### config.mk
export PLATFORM = sky130hd
export DESIGN_NAME = osnt_tuple_extractor
export DESIGN_NICKNAME = d
export VERILOG_FILES = /design/src/rtl/osnt_tuple_extractor.sv
export SDC_FILE = /design/constraint.sdc
export NUM_CORES = 1
export LEC_CHECK = 0
export BUFFER_PORTS_ARGS = -buffer_cell sky130_fd_sc_hd__buf_4
export CORE_AREA = 2 2 199 201
export CTS_CLUSTER_DIAMETER = 200
export DETAILED_ROUTE_END_ITERATION = 7
export DIE_AREA = 0 0 201 203
export PLACE_DENSITY = 0.58
export SYNTH_ARGS = -nofsm -noshare
export SYNTH_HDL_FRONTEND = slang
export SYNTH_SLANG_ARGS = --single-unit
### constraint.sdc
create_clock -name clk -period 2.2 [get_ports clk]
set_input_delay 0.33 -clock clk [delete_from_list [all_inputs] [get_ports clk]]
set_output_delay 0.33 -clock clk [all_outputs]
set_load 0.01 [all_outputs]
### src/rtl/osnt_tuple_extractor.sv
// Passive IPv4 5-tuple extractor tapping an AXI4-Stream; issues one lookup
// request per packet to the downstream packet filter without touching the stream.
module osnt_tuple_extractor #(
  parameter int C_S_AXIS_DATA_WIDTH  = 256,
  parameter int C_S_AXIS_TUSER_WIDTH = 128,
  parameter int TUPLE_WIDTH          = 104,
  parameter int NUM_QUEUES           = 8,
  parameter int SRC_PORT_POS         = 16
) (
  input  logic                            clk,
  input  logic                            reset,
  input  logic [C_S_AXIS_DATA_WIDTH-1:0]  s_axis_tdata,
  input  logic [C_S_AXIS_TUSER_WIDTH-1:0] s_axis_tuser,
  input  logic                            s_axis_tvalid,
  input  logic                            s_axis_tready,
  input  logic                            s_axis_tlast,
  output logic [TUPLE_WIDTH-1:0]          tuple,
  output logic [NUM_QUEUES-1:0]           src_port,
  output logic                            lookup_req,
  output logic [1:0]                      fsm_state
);

  // Stream handshake: a beat exists only when tvalid and tready are both high
  // on a rising clk edge; this block never drives either signal.
  typedef enum logic [1:0] {S_IDLE, S_HDR, S_ISSUE, S_WAIT} state_t;
  state_t state;

  function automatic logic [7:0] byte_at(input logic [C_S_AXIS_DATA_WIDTH-1:0] d,
                                         input logic [4:0] k);
    return d[{k, 3'b000} +: 8];
  endfunction

  logic                  acc, take_sop;
  logic [15:0]           b0_eth;
  logic [7:0]            b0_vihl, b0_proto;
  logic [12:0]           b0_frag;
  logic                  b0_ipv4, b0_l4;
  logic [6:0]            b0_l4pos, b0_last_byte;
  logic [6:0]            pos;
  logic [31:0]           cur_dst, cur_ports;
  logic [TUPLE_WIDTH-1:0] hdr_tuple;

  logic [31:0]           src_ip_r, dst_ip_r, port_r;
  logic [7:0]            proto_r;
  logic                  l4_r, issue_last;
  logic [6:0]            l4pos_r;
  logic [1:0]            dec_beat_r, beat_cnt;
  logic [NUM_QUEUES-1:0] src_port_r;

  assign acc       = s_axis_tvalid & s_axis_tready;
  // After a request whose packet already ended, the next beat starts a packet.
  assign take_sop  = acc & ((state == S_IDLE) | ((state == S_ISSUE) & issue_last));
  assign fsm_state = state;

  always_comb begin
    b0_eth       = {byte_at(s_axis_tdata, 5'd12), byte_at(s_axis_tdata, 5'd13)};
    b0_vihl      = byte_at(s_axis_tdata, 5'd14);
    b0_frag      = {byte_at(s_axis_tdata, 5'd20), byte_at(s_axis_tdata, 5'd21)} & 16'h1fff;
    b0_proto     = byte_at(s_axis_tdata, 5'd23);
    b0_ipv4      = (b0_eth == 16'h0800) && (b0_vihl[7:4] == 4'd4) && (b0_vihl[3:0] >= 4'd5);
    b0_l4        = ((b0_proto == 8'd6) || (b0_proto == 8'd17)) && (b0_frag == 13'd0);
    b0_l4pos     = 7'd14 + {1'b0, b0_vihl[3:0], 2'b00};
    b0_last_byte = b0_l4 ? (b0_l4pos + 7'd3) : 7'd33;
  end

  // Merge the bytes of the current header beat over what earlier beats captured.
  always_comb begin
    pos       = '0;
    cur_ports = port_r;
    cur_dst   = dst_ip_r;
    if (beat_cnt == 2'd1)
      cur_dst = {dst_ip_r[31:16], byte_at(s_axis_tdata, 5'd0), byte_at(s_axis_tdata, 5'd1)};
    for (int i = 0; i < 4; i++) begin
      pos = l4pos_r + 7'(i);
      if (pos[6:5] == beat_cnt)
        cur_ports[8*(3-i) +: 8] = byte_at(s_axis_tdata, pos[4:0]);
    end
    hdr_tuple = {src_ip_r, cur_dst, proto_r, (l4_r ? cur_ports : 32'd0)};
  end

  always_ff @(posedge clk) begin
    if (reset) begin
      state      <= S_IDLE;
      tuple      <= '0;
      src_port   <= '0;
      lookup_req <= 1'b0;
      issue_last <= 1'b0;
      beat_cnt   <= '0;
      src_ip_r   <= '0;
      dst_ip_r   <= '0;
      port_r     <= '0;
      proto_r    <= '0;
      l4_r       <= 1'b0;
      l4pos_r    <= '0;
      dec_beat_r <= '0;
      src_port_r <= '0;
    end else begin
      lookup_req <= 1'b0;
      if (take_sop) begin
        src_port_r <= s_axis_tuser[SRC_PORT_POS +: NUM_QUEUES];
        src_ip_r   <= {byte_at(s_axis_tdata, 5'd26), byte_at(s_axis_tdata, 5'd27),
                       byte_at(s_axis_tdata, 5'd28), byte_at(s_axis_tdata, 5'd29)};
        dst_ip_r   <= {byte_at(s_axis_tdata, 5'd30), byte_at(s_axis_tdata, 5'd31), 16'h0000};
        proto_r    <= b0_proto;
        l4_r       <= b0_l4;
        l4pos_r    <= b0_l4pos;
        dec_beat_r <= b0_last_byte[6:5];
        port_r     <= '0;
        beat_cnt   <= 2'd1;
        if (!b0_ipv4 || s_axis_tlast) begin
          lookup_req <= 1'b1;
          tuple      <= '0;
          src_port   <= s_axis_tuser[SRC_PORT_POS +: NUM_QUEUES];
          issue_last <= s_axis_tlast;
          state      <= S_ISSUE;
        end else begin
          state <= S_HDR;
        end
      end else begin
        case (state)
          S_HDR: if (acc) begin
            if (beat_cnt == dec_beat_r) begin
              lookup_req <= 1'b1;
              tuple      <= hdr_tuple;
              src_port   <= src_port_r;
              issue_last <= s_axis_tlast;
              state      <= S_ISSUE;
            end else if (s_axis_tlast) begin
              lookup_req <= 1'b1;
              tuple      <= '0;
              src_port   <= src_port_r;
              issue_last <= 1'b1;
              state      <= S_ISSUE;
            end else begin
              beat_cnt <= beat_cnt + 2'd1;
              dst_ip_r <= cur_dst;
              port_r   <= cur_ports;
            end
          end
          S_ISSUE: state <= (issue_last || (acc && s_axis_tlast)) ? S_IDLE : S_WAIT;
          S_WAIT:  if (acc && s_axis_tlast) state <= S_IDLE;
          default: state <= S_IDLE;
        endcase
      end
    end
  end

endmodule

==> results_dict.tcl <==
set metrics [dict create \
    avgSynthCellArea_sq_um 11.5 \
    setup_slack_ns -0.0647 \
    hp-class "in2reg" \
    timing.fmax_ghz 0.442 \
    syn_inst 1084 \
    synthesis.nets 1483 \
    fin_util 0.474 \
    p_sw_w 0.00366 \
    maxSlewHeadroom 0.489 \
    final_nets 1916 \
    drive_gt1_frac 0.482 \
    grt_max_degree 68 \
    multiInputGateArea_sq_um 7460 \
    grtUsageTotal 0.250 \
    netlist_top_cells_area "dfxtp_1 38%, mux4_2 26%, a22o_1 5.3%" \
    synth_edf_count 0 \
    critPathMaxFanout 12 \
    setup_viol 30 \
    drtIter0Drc 749 \
    insertion_delay_ns 0.57 \
    gp_congestion 0.909 \
    seq_power_share 0.346 \
    wl_mm 52.6 \
    cts_max_level 1 \
    hpwl_mm 40.4 \
    clk_pin_slew_ns 0.07 \
    hold_viol_final 0 \
    drt-pass1-iter-count 7 \
    synthToLayoutAreaGrowth_pct 46.2 \
    dp_cells 1987 \
    p_clk_frac 0.396 \
    die_x_um 201 \
    via_per_inst 5.55 \
    drc_errors 0 \
    startpoint "l4pos_r[1]$_SDFFE_PP0N_" \
    die_area_sq_um 40800 \
    synth_top_area_cell "dfxtp_1" \
    route.vias.total 11471 \
    end_kind "register" \
    layout_common_cells "462 x buf_4, 236 x dfxtp_1, 154 x nand2_1, 144 x mux4_2, 79 x a21oi_1" \
    cts_tree "built" \
    ys_types 51 \
    start_util 0.324 \
    regArea_sq_um 4790 \
    vdd_drop_max_uv 661 \
    whs_ns 0.0240 \
    fin_crit_sh 1.03 \
    grt-ovfl-total 0 \
    numClockSinks 239 \
    yosys_warnings 0 \
    die_h_um 203 \
    layout_commonest_cell "buf_4" \
    yosysSeqAreaShare 0.383 \
    cp_data_arrival_time_ns 2.72 \
    skew_ns 0.0229 \
    antenna_found_initial 15 \
    combPwrFrac 0.258 \
    port_buffers 383 \
    grt_pass1_vias 11539 \
    cap_violations 0 \
    p_leak_nw 7.30 \
    clock_path_buffers 3 \
    internal_power_w 0.00929 \
    synth_ff_type "dfxtp_1" \
    core_area_sq_um 38500 \
    violations "negative setup slack" \
    numCtsBuffers 29 \
    grt_first_pass_wirelength_mm 76.1 \
    pin_count 504 \
    cp-start-kind "register" \
    final_cells 2068 \
    yosysTopAreaCellShare 0.383 \
    min_period_ns 2.26 \
    ys_ff_latch 239 \
    power_density_nw_per_um2 710 \
    holdCritStartpoint "s_axis_tuser[17]" \
    swShare 0.282 \
    rows 72 \
    wire_per_inst_um 25.4 \
    async_flop_share 0 \
    drv_slew 0 \
    syn_area_sq_um 12500 \
    finalPower_w 0.0129 \
    drtAntennaViolNets 0 \
    path_class "reg2reg" \
    outcome "finished, violations left" \
    tightest_slew_ns 0.766 \
    fillers 3542 \
    rsz0062_at_grt "true" \
    cp.required_ns 2.66 \
    worstReg2RegStart "l4pos_r[1]$_SDFFE_PP0N_" \
    cts-root-buf "clkbuf_16" \
]
==> synthesized netlist by cell type, types with 4 or more instances <==
cell,count
dfxtp_1,239
nand2_1,155
mux4_2,144
a21oi_1,80
a22o_1,75
mux2i_1,56
clkbuf_1,49
a221o_1,32
and3_1,32
buf_2,29
nor2_1,25
o2bb2ai_1,25
o22ai_1,16
a32o_1,13
buf_1,12
ha_1,10
inv_1,10
nor4_1,7
xnor2_1,7
nand3_1,6
a211oi_1,4
buf_4,4
nor3_1,4
o21a_1,4
o21ai_0,4
==> metrics by stage <==
step                      instance area [sq um]  setup slack [ns]  setup TNS, ns
after detailed placement                  16700            -0.238         -18.59
after global routing                      18200            -0.132          -2.58
after CTS                                 18100           -0.0832          -1.23
after floorplan                           12500            0.0598              0
after global placement                    16700            -0.222         -17.41
final                                     18200           -0.0647         -0.844
==> area by class of cell <==
class,instances,area share
Timing Repair Buffer,501,0.233
Sequential cell,239,0.263
Multi-Input combinational cell,736,0.409
Clock buffer,37,0.0436
Inverter,10,0.00206
Antenna cell,12,0.00165
Clock inverter,15,0.0121
Tap cell,518,0.0355
==> layer usage <==
| layer | GRT usage | vias to the layer above | part of all wire |
|---|---|---|---|
| li1 | - | 5167 | - |
| met1 | 0.320 | 5685 | 0.40 |
| met2 | 0.399 | 502 | 0.46 |
| met3 | 0.0682 | 109 | 0.089 |
| met4 | 0.109 | 8 | 0.046 |
| met5 | 0 | - | 0.0012 |
==> path summary, 6_finish.rpt <==
kind         slack [ns]  cells after the start                         end
min                0.02                      3  src_port_r[1]$_SDFFE_PP0N_
max reg2reg       -0.06                      5      tuple[26]$_SDFFE_PP0P_
max               -0.06                      5      tuple[26]$_SDFFE_PP0P_
min reg2reg        0.45                      2   dst_ip_r[29]$_SDFFE_PP0P_
==> kinds of logic (layout without fill, tap and decap cells) <==
logic type / after synthesis / after routing / synth area share
buf+inv: 109 / 563 / 0.0409
other cells: 0 / 12 / 0
compound gates: 268 / 268 / 0.162
fa+ha+maj: 10 / 10 / 0.0100
simple gates: 248 / 248 / 0.0908
xor+xnor: 10 / 10 / 0.00762
flops: 239 / 239 / 0.383
mux: 200 / 200 / 0.305
==> flip-flops by register name, summed over array words and instances (netlist names) <==
register    cells
l4pos_r         6
fsm_state       2
tuple         104
src_ip_r       32
lookup_req      1
beat_cnt        2
src_port_r      8
dec_beat_r      2
issue_last      1
dst_ip_r       32
l4_r            1
proto_r         8
port_r         32
src_port        8
==> power by group through the flow <==
stage          Combinational (W)  Clock [W]  Sequential (W)
6_report                 0.00334    0.00513         0.00448
5_1_grt                  0.00352    0.00538         0.00449
4_1_cts                  0.00329    0.00520         0.00448
3_5_place_dp             0.00304          0         0.00457
3_3_place_gp             0.00302          0         0.00457
2_1_floorplan            0.00163          0         0.00456
==> worst max-delay path: stages, from the launching register on <==
cell	delay [ns]
dfxtp_4	0.38
buf_6	0.18
buf_12	0.18
mux4_2	0.58
mux4_2	0.52
a221o_1	0.30
==> what timing repair did <==
item / 4_1_cts / 5_1_grt
pin swaps: 1 / 3
endpoints found under the hold margin: 2 / 0
hold buffers: 2 / 0
resized for setup: 32 / 20
setup buffers: 9 / 2
gates cloned: 5 / 0
setup endpoints to repair: 38 / 79
Power figures use the tool's default switching activity.
